File: src/rtl/ucode_loader_pkg.sv
// ucode_loader_pkg
//   Shared types and constants for the microcode loader:
//   instruction_t   - one instruction-memory word (24 bits)
//   im_addr_t       - instruction-memory row index (default 4 bits)
//   loader_state_e  - loader FSM state encoding
//   nchunk()        - stream words needed per instruction for a chunk width
//   NCHUNK          - nchunk() at the default 8-bit chunk width
package ucode_loader_pkg;

  localparam int INSTR_WIDTH = 24;
  typedef logic [INSTR_WIDTH-1:0] instruction_t;

  localparam int IM_ADDR_W = 4;
  typedef logic [IM_ADDR_W-1:0] im_addr_t;

  typedef enum logic [1:0] {
    IDLE    = 2'd0,
    COLLECT = 2'd1,
    WRITE   = 2'd2,
    DONE    = 2'd3
  } loader_state_e;

  // Ceiling division: a partial last chunk still costs a whole transfer.
  function automatic int nchunk(input int chunk_width);
    return (INSTR_WIDTH + chunk_width - 1) / chunk_width;
  endfunction

  localparam int NCHUNK = nchunk(8);

endpackage

File: src/rtl/ucode_loader_if.sv
// ucode_loader_if
//   Valid/ready chunk stream carrying instruction words in pieces.
//   valid - source has a word on data
//   data  - CHUNK_WIDTH-bit stream word, least significant chunk first
//   ready - sink accepts the word this cycle
//   modport master: stream source; modport slave: stream sink.
interface ucode_loader_if #(
  parameter int CHUNK_WIDTH = 8
);
  logic                   valid;
  logic [CHUNK_WIDTH-1:0] data;
  logic                   ready;

  modport master (output valid, output data, input  ready);
  modport slave  (input  valid, input  data, output ready);
endinterface

File: src/rtl/ucode_chunk_assembler.sv
// ucode_chunk_assembler
//   Packs NCHUNK stream words into one instruction, chunk k landing at
//   bits [k*CHUNK_WIDTH +: CHUNK_WIDTH]; bits above the instruction width
//   are dropped.
//   clk_i, rst_ni  - clock, synchronous active-low reset
//   chunk          - stream sink (ready = collect_i)
//   collect_i      - loader is collecting; opens the stream
//   clear_i        - drop any partial instruction (dominates a transfer)
//   word_done_o    - this cycle's transfer completes the instruction
//   word_o         - assembled instruction
module ucode_chunk_assembler
  import ucode_loader_pkg::*;
#(
  parameter int CHUNK_WIDTH = 8
) (
  input  logic         clk_i,
  input  logic         rst_ni,
  ucode_loader_if.slave chunk,
  input  logic         collect_i,
  input  logic         clear_i,
  output logic         word_done_o,
  output instruction_t word_o
);

  localparam int NCH   = nchunk(CHUNK_WIDTH);
  localparam int CNT_W = (NCH > 1) ? $clog2(NCH) : 1;

  logic [CNT_W-1:0]           cnt_q, cnt_d;
  logic [NCH*CHUNK_WIDTH-1:0] asm_q, asm_d;
  logic                       fire;

  // Ready is purely a function of state, never of valid.
  assign chunk.ready = collect_i;
  assign fire        = chunk.valid && collect_i && !clear_i;
  assign word_o      = asm_q[INSTR_WIDTH-1:0];

  // NOTE: every variable gets a default at the top of always_comb so no
  // path leaves it unassigned, which would infer a latch.
  always_comb begin
    cnt_d       = cnt_q;
    asm_d       = asm_q;
    word_done_o = 1'b0;
    if (clear_i) begin
      cnt_d = '0;
    end else if (fire) begin
      for (int k = 0; k < NCH; k++) begin
        if (cnt_q == CNT_W'(k)) asm_d[k*CHUNK_WIDTH +: CHUNK_WIDTH] = chunk.data;
      end
      if (cnt_q == CNT_W'(NCH - 1)) begin
        cnt_d       = '0;
        word_done_o = 1'b1;
      end else begin
        cnt_d = cnt_q + 1'b1;
      end
    end
  end

  // NOTE: the assembly register is reset too, so im_data_o reads 0 out of
  // reset instead of stale data; it is a single register, not a RAM.
  always_ff @(posedge clk_i) begin
    if (!rst_ni) begin
      cnt_q <= '0;
      asm_q <= '0;
    end else begin
      // NOTE: non-blocking assignments for all state so every flop samples
      // the pre-edge value regardless of block ordering.
      cnt_q <= cnt_d;
      asm_q <= asm_d;
    end
  end

endmodule

File: src/rtl/ucode_loader.sv
// ucode_loader
//   Streams instructions in as CHUNK_WIDTH-bit pieces and writes them to
//   consecutive instruction-memory rows starting at base_addr_i, wrapping
//   modulo 2**IM_ADDR_WIDTH.
//   Control: start_i (IDLE only), abort_i (highest priority), busy_o,
//            done_o (one-cycle pulse, the cycle after the DONE state)
//   Stream:  chunk_valid_i / chunk_data_i / chunk_ready_o
//   Memory:  im_we_o / im_addr_o / im_data_o
//   Build option: define UCODE_LOADER_CHECKSUM_EN to keep a running XOR of
//   written instructions on checksum_o (cleared on start); otherwise 0.
module ucode_loader
  import ucode_loader_pkg::*;
#(
  parameter int IM_ADDR_WIDTH = 4,
  parameter int CHUNK_WIDTH   = 8
) (
  input  logic                         clk_i,
  input  logic                         rst_ni,
  input  logic                         start_i,
  input  logic                         abort_i,
  input  logic [IM_ADDR_WIDTH-1:0]     base_addr_i,
  input  logic [IM_ADDR_WIDTH:0]       count_i,
  input  logic                         chunk_valid_i,
  input  logic [CHUNK_WIDTH-1:0]       chunk_data_i,
  output logic                         chunk_ready_o,
  output logic                         im_we_o,
  output logic [IM_ADDR_WIDTH-1:0]     im_addr_o,
  output instruction_t                 im_data_o,
  output logic                         busy_o,
  output logic                         done_o,
  output logic [$bits(instruction_t)-1:0] checksum_o
);

  loader_state_e              state_q, state_d;
  logic [IM_ADDR_WIDTH-1:0]   row_q, row_d;
  logic [IM_ADDR_WIDTH:0]     remain_q, remain_d;
  logic                       done_q, done_d;
  logic                       collect, word_done, start_accept;

  ucode_loader_if #(.CHUNK_WIDTH(CHUNK_WIDTH)) chunk_if ();

  assign chunk_if.valid = chunk_valid_i;
  assign chunk_if.data  = chunk_data_i;
  assign chunk_ready_o  = chunk_if.ready;
  assign collect        = (state_q == COLLECT);

  ucode_chunk_assembler #(.CHUNK_WIDTH(CHUNK_WIDTH)) u_asm (
    .clk_i       (clk_i),
    .rst_ni      (rst_ni),
    .chunk       (chunk_if),
    .collect_i   (collect),
    .clear_i     (abort_i),
    .word_done_o (word_done),
    .word_o      (im_data_o)
  );

  assign im_addr_o = row_q;
  assign busy_o    = (state_q != IDLE);
  assign done_o    = done_q;

  always_comb begin
    state_d      = state_q;
    row_d        = row_q;
    remain_d     = remain_q;
    done_d       = 1'b0;
    im_we_o      = 1'b0;
    start_accept = 1'b0;
    unique case (state_q)
      IDLE: begin
        if (start_i && !abort_i) begin
          start_accept = 1'b1;
          row_d        = base_addr_i;
          remain_d     = count_i;
          state_d      = (count_i != '0) ? COLLECT : DONE;
        end
      end
      COLLECT: begin
        if (abort_i)        state_d = IDLE;
        else if (word_done) state_d = WRITE;
      end
      WRITE: begin
        // An abort here suppresses the write that is already presented.
        if (abort_i) begin
          state_d = IDLE;
        end else begin
          im_we_o  = 1'b1;
          row_d    = row_q + 1'b1;
          remain_d = remain_q - 1'b1;
          state_d  = (remain_q == (IM_ADDR_WIDTH+1)'(1)) ? DONE : COLLECT;
        end
      end
      DONE: begin
        done_d  = !abort_i;
        state_d = IDLE;
      end
      default: state_d = IDLE;
    endcase
  end

  always_ff @(posedge clk_i) begin
    if (!rst_ni) begin
      state_q  <= IDLE;
      row_q    <= '0;
      remain_q <= '0;
      done_q   <= 1'b0;
    end else begin
      state_q  <= state_d;
      row_q    <= row_d;
      remain_q <= remain_d;
      done_q   <= done_d;
    end
  end

`ifdef UCODE_LOADER_CHECKSUM_EN
  instruction_t checksum_q, checksum_d;

  always_comb begin
    checksum_d = checksum_q;
    if (start_accept) checksum_d = '0;
    if (im_we_o)      checksum_d = checksum_q ^ im_data_o;
  end

  always_ff @(posedge clk_i) begin
    if (!rst_ni) checksum_q <= '0;
    else         checksum_q <= checksum_d;
  end

  assign checksum_o = checksum_q;
`else
  logic unused_start_accept;
  assign unused_start_accept = start_accept;
  assign checksum_o          = '0;
`endif

endmodule
File: config.mk
export PLATFORM = sky130hd
export DESIGN_NAME = ucode_loader
export DESIGN_NICKNAME = d
export VERILOG_FILES = /design/src/rtl/ucode_loader_pkg.sv /design/src/rtl/ucode_loader_if.sv /design/src/rtl/ucode_chunk_assembler.sv /design/src/rtl/ucode_loader.sv
export SDC_FILE = /design/constraint.sdc
export NUM_CORES = 1
export LEC_CHECK = 0
export ABC_AREA = 1
export CAP_MARGIN = 20
export CORE_UTILIZATION = 48
export CTS_CLUSTER_DIAMETER = 100
export CTS_CLUSTER_SIZE = 12
export DETAILED_ROUTE_END_ITERATION = 16
export PLACE_DENSITY = 0.93
export SLEW_MARGIN = 20
export SYNTH_ARGS = -nofsm -noshare
export SYNTH_HDL_FRONTEND = slang
export SYNTH_HIERARCHICAL = 1
export SYNTH_SLANG_ARGS = --single-unit
export TNS_END_PERCENT = 5
File: constraint.sdc
create_clock -name clk_i -period 2.45 [get_ports clk_i]
set_clock_uncertainty 0.1 [all_clocks]
set_input_delay 0.49 -clock clk_i [delete_from_list [all_inputs] [get_ports clk_i]]
set_output_delay 0.49 -clock clk_i [all_outputs]
set_load 0.01 [all_outputs]
==> metrics.txt <==
maximum fanout along the worst path=2; Tcrit/Tclk final=93.24%; crit end category=output port; Avg Cell Area, Syn=6.847 µm²; Hold Slack=0.3833 ns; final std cells w/o fill=407; Yosys top cell by area=dfxtp_1; top cells by instance count after synthesis=nand2_1 (68), nor2_1 (46), dfxtp_1 (38); Max Cap Violations=0; Critical Path RT=1.86 ns; ys async rst share=0%; final WL=4514 µm; Arr. time, crit path=1.69 ns; Core Area=0.004115 mm²; Pleak=1.105 nW; Initial Util=51.08%; pre-CTS setup slack=0.2136 ns; Filler cells=389; register area=760.7 µm²; Max H-tree Level=2; Clock Pin Slew Worst Setup and Hold Paths=0.07 ns; GR Overflow Total=0; Antenna Nets Post-Route=0; most frequent CP cell=clkdlybuf4s50_1; CTS tree=built; top_reg_cell synth=dfxtp_1; Root Buffer=clkbuf_8; die area=0.004648 mm²; final setup violation count=0; Post-route DRC=0; unrepaired setup endpoints after global routing=false; DRT iter0 DRCs=143; GRT Total Usage=20.61%; gpl congestion=0.8586; count leader, synth=nand2_1; critical path, cell by cell=clkdlybuf4s50_1 -> nor2_1 -> clkdlybuf4s50_1; first-pass GRT wire length=7093 µm; WS Path Type=input pin to output port; Die Y=68.18 µm; Power Density=511.6 mW/mm²; setup TNS=0 ns; reg-to-reg endpoint=state_q[1]; Skew-Pair Late Insertion Delay=0.29 ns; Seq/Total Area, Yosys=36.19%; VDD IR max=444.7 µV; largest net degree at the start of global routing=51; DP HPWL=3199 µm; max-slew violation count=0; CTS Hold Bufs=0; HP Class=register to register; Std-Cell Rows=23; number of diodes=0; synthesized area=0.002102 mm²; final hold violations=0; ranking of synthesized cells by area=dfxtp_1 (36%), nand2_1 (12%), buf_4 (9.6%); Final nets=381; area of the multi-input gates=0.001040 mm²; synth-to-layout area growth=24.70%; vias in the first global route=1550; Clock Sinks=38; Seq cells post-synth=38; PortBufs=53; vias per cell=4.826; Cell Area, Placed=0.002526 mm²; maximum clock rate=0.4377 GHz; Placed Cells=399; Crit. Startpoint=abort_i; Max stage delay on crit path=0.57 ns; Final WS setup=0.1655 ns; Distinct cells, synth=27; number of post-CTS setup repair buffers=0; CP max-delay cell=clkdlybuf4s50_1; vias=1964; status=complete, no violations; Worst setup SP type=input pin; Post-synth EDFFs=0; die outline width=68.18 µm; worst r2r src=state_q[0]; top cell type's share of synthesized area=36.19%; post_cts resized=0; final non-filler cell area=0.002621 mm²; worst slew pin tran=0.6565 ns; CP endpoint=im_we_o; Clock Path Buffers=2; Tmin final=2.284 ns; R2R Setup Slk=0.73 ns; drt first pass iters=4; antenna violations before repair=0; routed len/inst=11.09 µm; share of cells above drive strength 1=6.723%; Syn Inst Count=307; Ys Warns=6; slew margin rel.=56.19%; IO Pins=78; total CTS buffers=5; Worst R2R Path Depth=8
==> cell families (layout without fill, tap and decap cells) <==
group	count (synthesis)	in the layout	synth area share [%]
adder cells (fa/ha/maj)	3	3	1.786
other	1	24	0.1784
AND/OR/NAND/NOR	159	159	32.62
AO/OA/AOI/OAI	44	44	10.77
buffers and inverters	62	89	18.45
flip-flops	38	38	36.19
==> registers in the layout (all words and copies together), names as in the netlist <==
| register | flops |
|---|---|
| remain_q | 5 |
| u_asm/word_o | 24 |
| done_o | 1 |
| state_q | 2 |
| u_asm/cnt_q | 2 |
| im_addr_o | 4 |
==> metal layers <==
layer | wire [µm] | vias to the layer above | GRT usage (%)
li1 | - | 1023 | -
met1 | 2138 | 881 | 28.93
met2 | 2096 | 55 | 29.78
met3 | 212 | 5 | 5.333
met4 | 66 | 0 | 7.813
met5 | 0 | - | 0
==> per-stage QoR <==
step           total power [mW]  utilization (%)
4_1_cts                   1.351            63.70
3_5_place_dp             0.9065            61.39
2_1_floorplan            0.8476                -
5_1_grt                   1.420            63.70
3_3_place_gp             0.9013            61.39
6_report                  1.341            63.70
==> worst min-delay path by stage <==
stage,slack (ns),cells after the start,endpoint,from
floorplan,0.36,2,remain_q[1],remain_q[1]
global placement,0.36,2,u_asm/word_o[1],u_asm/word_o[1]
detailed placement,0.37,2,u_asm/word_o[22],u_asm/word_o[22]
CTS,0.39,2,remain_q[1],remain_q[1]
global route,0.42,2,u_asm/word_o[6],u_asm/word_o[6]
finish,0.38,2,u_asm/word_o[22],u_asm/word_o[22]
==> power by group <==
part	switching, mW	internal, mW
Sequential	0.0188	0.638
Combinational	0.135	0.103
Clock	0.220	0.226
Total	0.374	0.967
==> placed cells by master, fill, tap and decap left out <==
master	count
buf_4	3
nand2_2	2
buf_12	1
clkinv_2	1
clkinvlp_4	1
o21ai_0	6
dfxtp_1	38
or2_2	1
a21oi_1	35
inv_1	21
nor2_4	3
nand2_1	68
nor4_1	1
clkdlybuf4s50_1	53
inv_2	2
nand4_1	2
nand3_1	31
a21oi_2	1
nor3_1	1
nor2_2	3
nand3b_1	1
conb_1	24
clkinv_1	1
o21a_1	1
nor2_1	46
ha_1	3
clkbuf_8	6
o21ai_1	1
==> area by class of cell <==
cell class,count,area share [%]
Inverter,24,3.437
Clock buffer,6,3.150
Tap cell,50,2.387
Sequential cell,38,29.02
Multi-Input combinational cell,230,39.67
Timing Repair Buffer,57,21.86
Clock inverter,2,0.4773
==> critical path, delay by kind of cell <==
kind	cells	cell delay [ns]
buffers and inverters	2	1.02
AND/OR/NAND/NOR	1	0.19
(Power assumes the default switching activity.)
